==> config.mk <==
export PLATFORM = sky130hd
export DESIGN_NAME = burst_ram_arbiter
export DESIGN_NICKNAME = d
export VERILOG_FILES = /design/src/rtl/burst_ram_arbiter_pkg.sv /design/src/rtl/burst_ram_arbiter.sv
export SDC_FILE = /design/constraint.sdc
export NUM_CORES = 2
export LEC_CHECK = 0
export CORE_AREA = 2 2 458 460
export CTS_BUF_LIST = sky130_fd_sc_hd__clkbuf_4 sky130_fd_sc_hd__clkbuf_8 sky130_fd_sc_hd__clkbuf_16
export CTS_CLUSTER_DIAMETER = 30
export DETAILED_ROUTE_END_ITERATION = 7
export DIE_AREA = 0 0 460 462
export GPL_TIMING_DRIVEN = 1
export PLACE_DENSITY_LB_ADDON = 0.12
export SETUP_SLACK_MARGIN = 0.05
export SLEW_MARGIN = 20
export SYNTH_ARGS = -nofsm -noshare
export SYNTH_HDL_FRONTEND = slang
export SYNTH_SLANG_ARGS = --single-unit
export TNS_END_PERCENT = 10
==> constraint.sdc <==
create_clock -name clk -period 2.5 [get_ports clk]
set_input_delay 0.375 -clock clk [delete_from_list [all_inputs] [get_ports clk]]
set_output_delay 0.375 -clock clk [all_outputs]
set_load 0.005 [all_outputs]
==> src/rtl/burst_ram_arbiter_pkg.sv <==
// Shared types and constants for the burst RAM arbiter.
package burst_ram_arbiter_pkg;

   typedef enum logic [2:0] {
      ST_IDLE       = 3'd0,
      ST_CMD        = 3'd1,
      ST_WR_DATA    = 3'd2,
      ST_RD_COLLECT = 3'd3,
      ST_DONE       = 3'd4
   } state_e;

   localparam logic CMD_READ  = 1'b0;
   localparam logic CMD_WRITE = 1'b1;

endpackage

==> src/rtl/burst_ram_arbiter.sv <==
// Burst RAM arbiter: grants one of two cache-line requesters, issues one burst
// command per line, serializes write lines and gathers read words into a line.
// Optional macro BURST_RAM_ARBITER_ROUND_ROBIN_EN: alternate grants on contest;
// without it port 0 has fixed priority.
module burst_ram_arbiter
   import burst_ram_arbiter_pkg::*;
#(
   parameter int DataBitWidth    = 64,
   parameter int AddressBitWidth = 4,
   parameter int BurstDataCount  = 4,
   localparam int LineAddressBitWidth = AddressBitWidth - $clog2(BurstDataCount),
   localparam int LineBitWidth        = DataBitWidth * BurstDataCount
) (
   input  logic                           clk,
   input  logic                           rst,
   input  logic                           req0_en,
   input  logic                           req0_cmd,
   input  logic [LineAddressBitWidth-1:0] req0_addr,
   input  logic [LineBitWidth-1:0]        req0_wr_line,
   output logic [LineBitWidth-1:0]        req0_rd_line,
   output logic                           req0_done,
   input  logic                           req1_en,
   input  logic                           req1_cmd,
   input  logic [LineAddressBitWidth-1:0] req1_addr,
   input  logic [LineBitWidth-1:0]        req1_wr_line,
   output logic [LineBitWidth-1:0]        req1_rd_line,
   output logic                           req1_done,
   output logic                           ram_cmd,
   output logic                           ram_cmd_en,
   output logic [AddressBitWidth-1:0]     ram_addr,
   output logic [DataBitWidth-1:0]        ram_wr_data,
   output logic [DataBitWidth/8-1:0]      ram_data_mask,
   input  logic [DataBitWidth-1:0]        ram_rd_data,
   input  logic                           ram_rd_data_valid,
   input  logic                           ram_init_calib,
   input  logic                           ram_busy
);

   localparam int IdxW = $clog2(BurstDataCount);
   localparam logic [IdxW-1:0] IdxLast = IdxW'(BurstDataCount - 1);

   state_e                         state_q, state_d;
   logic                           grant_q, grant_d;
   logic                           cmd_q, cmd_d;
   logic [LineAddressBitWidth-1:0] addr_q, addr_d;
   logic [LineBitWidth-1:0]        wr_line_q, wr_line_d;
   logic [IdxW-1:0]                idx_q, idx_d;
   logic [LineBitWidth-1:0]        rd_buf_q, rd_buf_d;
   logic                           ram_cmd_en_q, ram_cmd_en_d;
   logic                           ram_cmd_q, ram_cmd_d;
   logic [AddressBitWidth-1:0]     ram_addr_q, ram_addr_d;
   logic [DataBitWidth-1:0]        ram_wr_data_q, ram_wr_data_d;
   logic                           done0_q, done0_d;
   logic                           done1_q, done1_d;
   logic [LineBitWidth-1:0]        rd_line0_q, rd_line0_d;
   logic [LineBitWidth-1:0]        rd_line1_q, rd_line1_d;
`ifdef BURST_RAM_ARBITER_ROUND_ROBIN_EN
   logic                           last_grant_q, last_grant_d;
`endif

   logic                           grant_ok_s;
   logic                           sel_s;
   logic                           sel_cmd_s;
   logic [LineAddressBitWidth-1:0] sel_addr_s;
   logic [LineBitWidth-1:0]        sel_line_s;
   logic [IdxW-1:0]                idx_inc_s;

`ifdef BURST_RAM_ARBITER_ROUND_ROBIN_EN
   // On a contest, hand the RAM to the port that did not win last time.
   function automatic logic pick_grant(input logic en0, input logic en1, input logic last);
      logic g;
      if (en0 && en1) begin
         g = ~last;
      end else if (en1) begin
         g = 1'b1;
      end else begin
         g = 1'b0;
      end
      return g;
   endfunction
   assign sel_s = pick_grant(req0_en, req1_en, last_grant_q);
`else
   // Fixed priority: port 0 wins any contest.
   function automatic logic pick_grant(input logic en0, input logic en1);
      logic g;
      if (en0) begin
         g = 1'b0;
      end else if (en1) begin
         g = 1'b1;
      end else begin
         g = 1'b0;
      end
      return g;
   endfunction
   assign sel_s = pick_grant(req0_en, req1_en);
`endif

   assign grant_ok_s    = ram_init_calib && !ram_busy && (req0_en || req1_en);
   assign sel_cmd_s     = sel_s ? req1_cmd : req0_cmd;
   assign sel_addr_s    = sel_s ? req1_addr : req0_addr;
   assign sel_line_s    = sel_s ? req1_wr_line : req0_wr_line;
   assign idx_inc_s     = idx_q + IdxW'(1);
   assign ram_data_mask = {(DataBitWidth/8){1'b0}};

   assign ram_cmd      = ram_cmd_q;
   assign ram_cmd_en   = ram_cmd_en_q;
   assign ram_addr     = ram_addr_q;
   assign ram_wr_data  = ram_wr_data_q;
   assign req0_done    = done0_q;
   assign req1_done    = done1_q;
   assign req0_rd_line = rd_line0_q;
   assign req1_rd_line = rd_line1_q;

   // State and datapath registers with synchronous reset.
   always_ff @(posedge clk) begin
      if (rst) begin
         state_q       <= ST_IDLE;
         grant_q       <= 1'b0;
         cmd_q         <= CMD_READ;
         addr_q        <= '0;
         wr_line_q     <= '0;
         idx_q         <= '0;
         rd_buf_q      <= '0;
         ram_cmd_en_q  <= 1'b0;
         ram_cmd_q     <= 1'b0;
         ram_addr_q    <= '0;
         ram_wr_data_q <= '0;
         done0_q       <= 1'b0;
         done1_q       <= 1'b0;
         rd_line0_q    <= '0;
         rd_line1_q    <= '0;
`ifdef BURST_RAM_ARBITER_ROUND_ROBIN_EN
         last_grant_q  <= 1'b1;
`endif
      end else begin
         state_q       <= state_d;
         grant_q       <= grant_d;
         cmd_q         <= cmd_d;
         addr_q        <= addr_d;
         wr_line_q     <= wr_line_d;
         idx_q         <= idx_d;
         rd_buf_q      <= rd_buf_d;
         ram_cmd_en_q  <= ram_cmd_en_d;
         ram_cmd_q     <= ram_cmd_d;
         ram_addr_q    <= ram_addr_d;
         ram_wr_data_q <= ram_wr_data_d;
         done0_q       <= done0_d;
         done1_q       <= done1_d;
         rd_line0_q    <= rd_line0_d;
         rd_line1_q    <= rd_line1_d;
`ifdef BURST_RAM_ARBITER_ROUND_ROBIN_EN
         last_grant_q  <= last_grant_d;
`endif
      end
   end

   // Next-state logic of the burst sequencer.
   always_comb begin
      state_d = state_q;
      case (state_q)
         ST_IDLE: begin
            if (grant_ok_s) begin
               state_d = ST_CMD;
            end else begin
               state_d = ST_IDLE;
            end
         end
         ST_CMD: begin
            if (cmd_q == CMD_WRITE) begin
               state_d = ST_WR_DATA;
            end else begin
               state_d = ST_RD_COLLECT;
            end
         end
         ST_WR_DATA: begin
            if (idx_q == IdxLast) begin
               state_d = ST_DONE;
            end else begin
               state_d = ST_WR_DATA;
            end
         end
         ST_RD_COLLECT: begin
            if (ram_rd_data_valid && (idx_q == IdxLast)) begin
               state_d = ST_DONE;
            end else begin
               state_d = ST_RD_COLLECT;
            end
         end
         ST_DONE: state_d = ST_IDLE;
         default: state_d = ST_IDLE;
      endcase
   end

   // Output and datapath next values; outputs are prepared one cycle ahead so
   // that the registered value lines up with the state it belongs to.
   always_comb begin
      grant_d       = grant_q;
      cmd_d         = cmd_q;
      addr_d        = addr_q;
      wr_line_d     = wr_line_q;
      idx_d         = idx_q;
      rd_buf_d      = rd_buf_q;
      ram_cmd_en_d  = 1'b0;
      ram_cmd_d     = ram_cmd_q;
      ram_addr_d    = ram_addr_q;
      ram_wr_data_d = ram_wr_data_q;
      rd_line0_d    = rd_line0_q;
      rd_line1_d    = rd_line1_q;
`ifdef BURST_RAM_ARBITER_ROUND_ROBIN_EN
      last_grant_d  = last_grant_q;
`endif
      case (state_q)
         ST_IDLE: begin
            if (grant_ok_s) begin
               grant_d      = sel_s;
               cmd_d        = sel_cmd_s;
               addr_d       = sel_addr_s;
               wr_line_d    = sel_line_s;
               idx_d        = '0;
               ram_cmd_en_d = 1'b1;
               ram_cmd_d    = sel_cmd_s;
               ram_addr_d   = {sel_addr_s, {IdxW{1'b0}}};
`ifdef BURST_RAM_ARBITER_ROUND_ROBIN_EN
               last_grant_d = sel_s;
`endif
               if (sel_cmd_s == CMD_WRITE) begin
                  ram_wr_data_d = sel_line_s[DataBitWidth-1:0];
               end else begin
                  ram_wr_data_d = ram_wr_data_q;
               end
            end else begin
               idx_d = idx_q;
            end
         end
         ST_CMD: begin
            if (cmd_q == CMD_WRITE) begin
               ram_wr_data_d = wr_line_q[idx_inc_s*DataBitWidth +: DataBitWidth];
               idx_d         = IdxW'(1);
            end else begin
               idx_d = '0;
            end
         end
         ST_WR_DATA: begin
            idx_d = idx_inc_s;
            if (idx_q != IdxLast) begin
               ram_wr_data_d = wr_line_q[idx_inc_s*DataBitWidth +: DataBitWidth];
            end else begin
               ram_wr_data_d = ram_wr_data_q;
            end
         end
         ST_RD_COLLECT: begin
            if (ram_rd_data_valid) begin
               rd_buf_d[idx_q*DataBitWidth +: DataBitWidth] = ram_rd_data;
               idx_d = idx_inc_s;
               if (idx_q == IdxLast) begin
                  if (grant_q) begin
                     rd_line1_d = rd_buf_d;
                  end else begin
                     rd_line0_d = rd_buf_d;
                  end
               end else begin
                  rd_line0_d = rd_line0_q;
               end
            end else begin
               idx_d = idx_q;
            end
         end
         ST_DONE: idx_d = '0;
         default: idx_d = '0;
      endcase
      done0_d = (state_d == ST_DONE) && !grant_q;
      done1_d = (state_d == ST_DONE) && grant_q;
   end

endmodule

* Word-level counts from Yosys, hierarchy flattened
Cells that the tools add are included.
Word-level totals: logic and storage cells 69, bits in registers 1100
Cells by class: $add $sub $neg 2, muxes and demuxes 21, eq/ne operators 11, bitwise logic cells 2, shift-type cells 3, reduce and logical (&&, ||, !) cells 17
Operator list (number):
- 256-bit bitwise mux | 1
- 256-bit 2-to-1 mux | 1
- 64-bit 2-to-1 mux | 4
- 64-bit by 34-bit variable shift with 256-bit output, first input constant | 1
- 256-bit by 9-bit variable part select with 64-bit output | 1
- 64-bit by 34-bit variable part select with 256-bit output | 1
- 64-bit case mux with 3 select lines | 1
- 8-bit negator with 34-bit output | 1
- 2-bit != test, second input constant | 6
- 3-bit case mux with 4 select lines | 1
- 2-bit case mux with 4 select lines | 1
- 4-bit AND reduction | 2
- 1-bit 2-to-1 mux | 7
- 3-bit by 2-bit equality test with 1-bit output, second input constant | 2
- 2-bit 2-to-1 mux | 3
- 3-bit 2-to-1 mux | 2
- 2-bit AND reduction | 3
- 1-bit logical AND | 5
- 5-bit AND reduction | 1
- 3-bit by 1-bit equality test with 1-bit output, second input constant | 1
- 3-bit equality test, second input constant | 1
- 3-bit zero test | 1
- 3-bit nonzero test | 1
- 2-bit by 1-bit adder with 2-bit output, second input constant | 1
- 5 further kinds | 7

* Depth between registers and ports, before layout
depth after elaboration 7, gate-level depth with buffers 11, gate-level depth less buffers 6

* Worst setup path after synthesis
No wires, ideal clock.
path kind reg-to-reg, start register idx_q[0], end register rd_buf_q[200], library setup time 86 ps, required time 2414 ps, period minus slack after synthesis 2543 ps, arrival 2457 ps, path slack -43 ps, stages on the path, launching flop included 11, buffers on the path 5, cell sequence dfxtp_1 buf_2 buf_4 buf_4 inv_1 ha_1 and4bb_2 buf_2 buf_1 a21oi_1 a211oi_1
Between the ends: longest elaborated chain between the ends 3, elaborated cells between the ends (all ways) 4, classes of those cells 1 x add/sub; 2 x shift; 1 x mux
Ends and longest elaborated chain:
- from (decl) | RTL line burst_ram_arbiter.sv:47 | logic [IdxW-1:0] idx_q, idx_d;
- from (signal assigned) | RTL line burst_ram_arbiter.sv:141 | idx_q <= idx_d;
- 8-bit negator with 34-bit output * | RTL line burst_ram_arbiter.sv:253 | rd_buf_d[idx_q*DataBitWidth +: DataBitWidth] = ram_rd_data;
- 64-bit by 34-bit variable part select with 256-bit output or 64-bit by 34-bit variable shift with 256-bit output (tied branches) | RTL line burst_ram_arbiter.sv:253
- 256-bit bitwise mux * | RTL line burst_ram_arbiter.sv:253
- to (signal assigned) | RTL line burst_ram_arbiter.sv:142 | rd_buf_q <= rd_buf_d;
- to (decl) | RTL line burst_ram_arbiter.sv:48 | logic [LineBitWidth-1:0] rd_buf_q, rd_buf_d;
Every way passes the cells marked *; elsewhere a longest branch is shown, timed or not. A chain may end at the register's enable or synchronous reset.

* Worst setup path in the final report
start register state_q[1], end register ram_cmd_q (netlist: ram_cmd)
Between the ends: longest elaborated chain between the ends 2
Ends and longest elaborated chain:
- from (decl) | RTL line burst_ram_arbiter.sv:42 | state_e state_q, state_d;
- from (signal assigned) | RTL line burst_ram_arbiter.sv:136 | state_q <= state_d;
- 3-bit zero test | RTL line burst_ram_arbiter.sv:212 | case (state_q)
- 2-bit AND reduction (no source line)
- to (signal assigned) | RTL line burst_ram_arbiter.sv:144 | ram_cmd_q <= ram_cmd_d;
- to (decl) | RTL line burst_ram_arbiter.sv:50 | logic ram_cmd_q, ram_cmd_d;
Every way passes these cells.

==> flow_metrics.tcl <==
set metrics [dict create \
    tns_ns 0 \
    drtIter0Drc 3402 \
    ys_ff_latch 1100 \
    die_x_um 460 \
    vias 45320 \
    multi_input_comb_area_mm2 0.0204 \
    crit_cells 9 \
    timing.final.crit_share 0.970 \
    design_area_mm2 0.0731 \
    core_mm2 0.208 \
    p_per_area_mw_per_mm2 918 \
    seq_area_frac_synth 0.493 \
    ys_warn_count 0 \
    critPathTopFamily "buffers and inverters" \
    fin_skew_ns 0.106 \
    dieArea_mm2 0.213 \
    ir_drop_mv 0.674 \
    antenna_found_initial 61 \
    synthToLayoutAreaGrowth_pct 63.7 \
    nFillCells 21103 \
    reg2reg_from "state_q[1]$_SDFF_PP0_" \
    crit_start "state_q[1]$_SDFF_PP0_" \
    cp_slowest_cell "a311oi_1" \
    slew_viol_final 0 \
    cts_htree_levels 5 \
    synth_area_per_cell_um2 8.77 \
    rows 168 \
    finalHoldViolations 0 \
    synth_fa_ha_area_frac 0.00140 \
    drc 0 \
    tightest_slew_ns 0.822 \
    io_pins 1181 \
    numCtsBuffers 342 \
    grt_pass1_wl_mm 344 \
    cts_sinks 1100 \
    leakagePower_uw 0.0255 \
    synth_simple_gate_area_frac 0.176 \
    route.detailed.wl_per_inst_um 26.4 \
    worstPathMaxFanout 8 \
    timing.fmax_ghz 0.412 \
    final_common_cell "clkdlybuf4s50_1" \
    cp.buffers_inverters 6 \
    post-dp-hpwl_mm 183 \
    layout_common_cells "1168 x clkdlybuf4s50_1, 1099 x dfxtp_1, 1030 x nor2_1" \
    path_clk_slew_ns 0.04 \
    synth-compound-area-share 0.242 \
    crit_top_cell "buf_4" \
    final-seq-area_mm2 0.0220 \
    yosysUniqueCellTypes 36 \
    yosysTopAreaCell "dfxtp_1" \
    drtAntennaViolNets 0 \
    die_height_um 462 \
    grt_start_max_net_pins 123 \
    initial_utilization 0.215 \
    slew_headroom 0.448 \
    grt.total_usage 0.223 \
    fin_nets 7015 \
    start_kind "flip-flop" \
    cts_max_path_buffers 4 \
    grt_pass1_vias 44672 \
    wirelength_mm 248 \
    r2r_setup_slack_ns 0.07 \
    rsz0062_at_grt "true" \
    crit_chain "nor2_1, buf_4, nor4b_4, buf_4, buf_12, buf_4, buf_4, a311oi_1, buf_4" \
    drtPass1Iterations 5 \
    drv_cap 0 \
    place_area_mm2 0.0607 \
    slowest_delay_ns 0.65 \
    r2r_cells 9 \
    r2r_end "ram_cmd$_SDFFE_PP0P_" \
    endpoint "ram_cmd$_SDFFE_PP0P_" \
    setup_viol 0 \
    fin_hold_ws_ns 0.0896 \
    cts-root-buf "clkbuf_16" \
    grt-ovfl-total 0 \
    synth_top_family_by_area "compound AO/OA/AOI/OAI gates" \
    timing.critical_path.to_type "flip-flop" \
    post_route_cells_drive_above_1_share 0.144 \
    clk_latency_ns 0.94 \
    yosysTopAreaCellShare 0.493 \
    cts_tree "done" \
    syn_inst 5095 \
    finalCriticalPeriod_ns 2.43 \
    path_class "reg2reg" \
    syn-cell-area_mm2 0.0447 \
    synthXorXnorAreaFrac 0.000196 \
    required_ns 3.30 \
    synth_area_leaders "dfxtp_1 49%, a211oi_1 12%, nor2_1 8.7%" \
    status "completed" \
    io_buffer_count 1170 \
    min_path_type "in2reg" \
    synth_mux_area_frac 0.0325 \
    worstPathArrival_ns 3.23 \
    gp_congestion 0.888 \
    drt-vias-per-instance 4.81 \
]
[worst min-delay path, stage by stage]
cell and delay, ns:
clkdlybuf4s50_1 0.40, nand2_1 0.07, a311oi_1 0.08
[report_power, final]
group	internal, uW	leakage [uW]	switching [uW]
registers	18100	0.00891	382
logic	2500	0.0107	3080
clock network	30900	0.00584	12100
[routing by layer]
layer | part of all wire | track usage | wire length [um] | vias up
li1 | - | - | - | 21073
met1 | 0.43 | 0.281 | 107000 | 22032
met2 | 0.46 | 0.354 | 113000 | 1749
met3 | 0.074 | 0.0644 | 18400 | 438
met4 | 0.037 | 0.0977 | 9260 | 28
met5 | 0.00077 | 0 | 192 | -
[kinds of logic (layout without fill, tap and decap cells)]
family	after synthesis	after routing
compound gates	1485	1485
simple gates	1901	1901
mux	65	65
flops	1100	1100
other cells	1	38
fa+ha+maj	5	5
buf+inv	537	2100
xor+xnor	1	1
[through the flow]
stage / utilization / worst slack (ns) / cells / total power, uW
3_3_place_gp: 0.292 / -0.310 / 8729 / 24200
4_1_cts: 0.350 / 0.00654 / 9376 / 67700
2_1_floorplan: - / -0.0160 / 5104 / 21000
5_1_grt: 0.351 / 0.0312 / 9410 / 69300
3_5_place_dp: 0.292 / -0.351 / 8729 / 24200
6_report: 0.351 / 0.0749 / 9415 / 67100
[worst min-delay path by stage]
stage / start / end / slack, ns / cells past startpoint
6_report: req0_wr_line[87] / wr_line_q[87]$_SDFFE_PP0P_ / 0.09 / 3
2_1_floorplan: grant_q$_SDFFE_PP0P_ / req0_done$_SDFF_PP0_ / 0.43 / 1
5_1_grt: req0_wr_line[87] / wr_line_q[87]$_SDFFE_PP0P_ / 0.04 / 3
3_3_place_gp: rd_buf_q[254]$_SDFFE_PP0P_ / rd_buf_q[254]$_SDFFE_PP0P_ / 0.47 / 2
4_1_cts: req1_wr_line[245] / wr_line_q[245]$_SDFFE_PP0P_ / 0.00000006 / 3
3_5_place_dp: rd_buf_q[202]$_SDFFE_PP0P_ / rd_buf_q[202]$_SDFFE_PP0P_ / 0.47 / 2
[Yosys cell counts]
master and count:
o211ai_1 2, xnor2_1 1, conb_1 1, and4bb_2 1, buf_4 33, and3_1 2
buf_1 29, o221ai_1 1, and2_1 2, and4b_1 2, nor3_4 1, dfxtp_1 1100
and3b_1 1, a211oi_1 738, nor2_1 1031, a21oi_1 258, clkbuf_1 255, nor4bb_1 1
a31oi_1 65, a22oi_1 31, nand3b_1 2, o22ai_1 1, nor4b_1 2, ha_1 5
nand3_1 2, nor2b_1 262, inv_1 3, buf_2 217, mux2i_1 1, a21o_1 64
nand2_1 587, a311oi_1 324, o21ba_2 1, nor3_1 2, mux4_2 64, nand2b_1 3
[area by class of cell]
| class | count | share of cell area |
|---|---|---|
| clock buffer | 478 | 0.138 |
| tap | 2720 | 0.0465 |
| inverter | 3 | 0.000154 |
| sequential | 1100 | 0.301 |
| clock inverter | 112 | 0.0202 |
| timing repair buffer | 1507 | 0.214 |
| antenna | 28 | 0.000958 |
| multi-input combinational | 3467 | 0.279 |
[registers in the layout, indices dropped and copies added, names as in the netlist]
name	flops
ram_cmd	1
req1_done	1
ram_wr_data	64
ram_cmd_en	1
grant_q	1
state_q	3
wr_line_q	256
req1_rd_line	256
ram_addr	2
rd_buf_q	256
req0_rd_line	256
idx_q	2
req0_done	1
[repair_timing]
action,4_1_cts,5_1_grt
cloned,0,4
setup buffers,0,7
setup endpoints to repair,3,9
resized for setup,1,4
hold endpoints to repair,54,0
hold buffers,57,0
pin swaps,0,1
No activity file was read; power rests on OpenSTA's default activity.
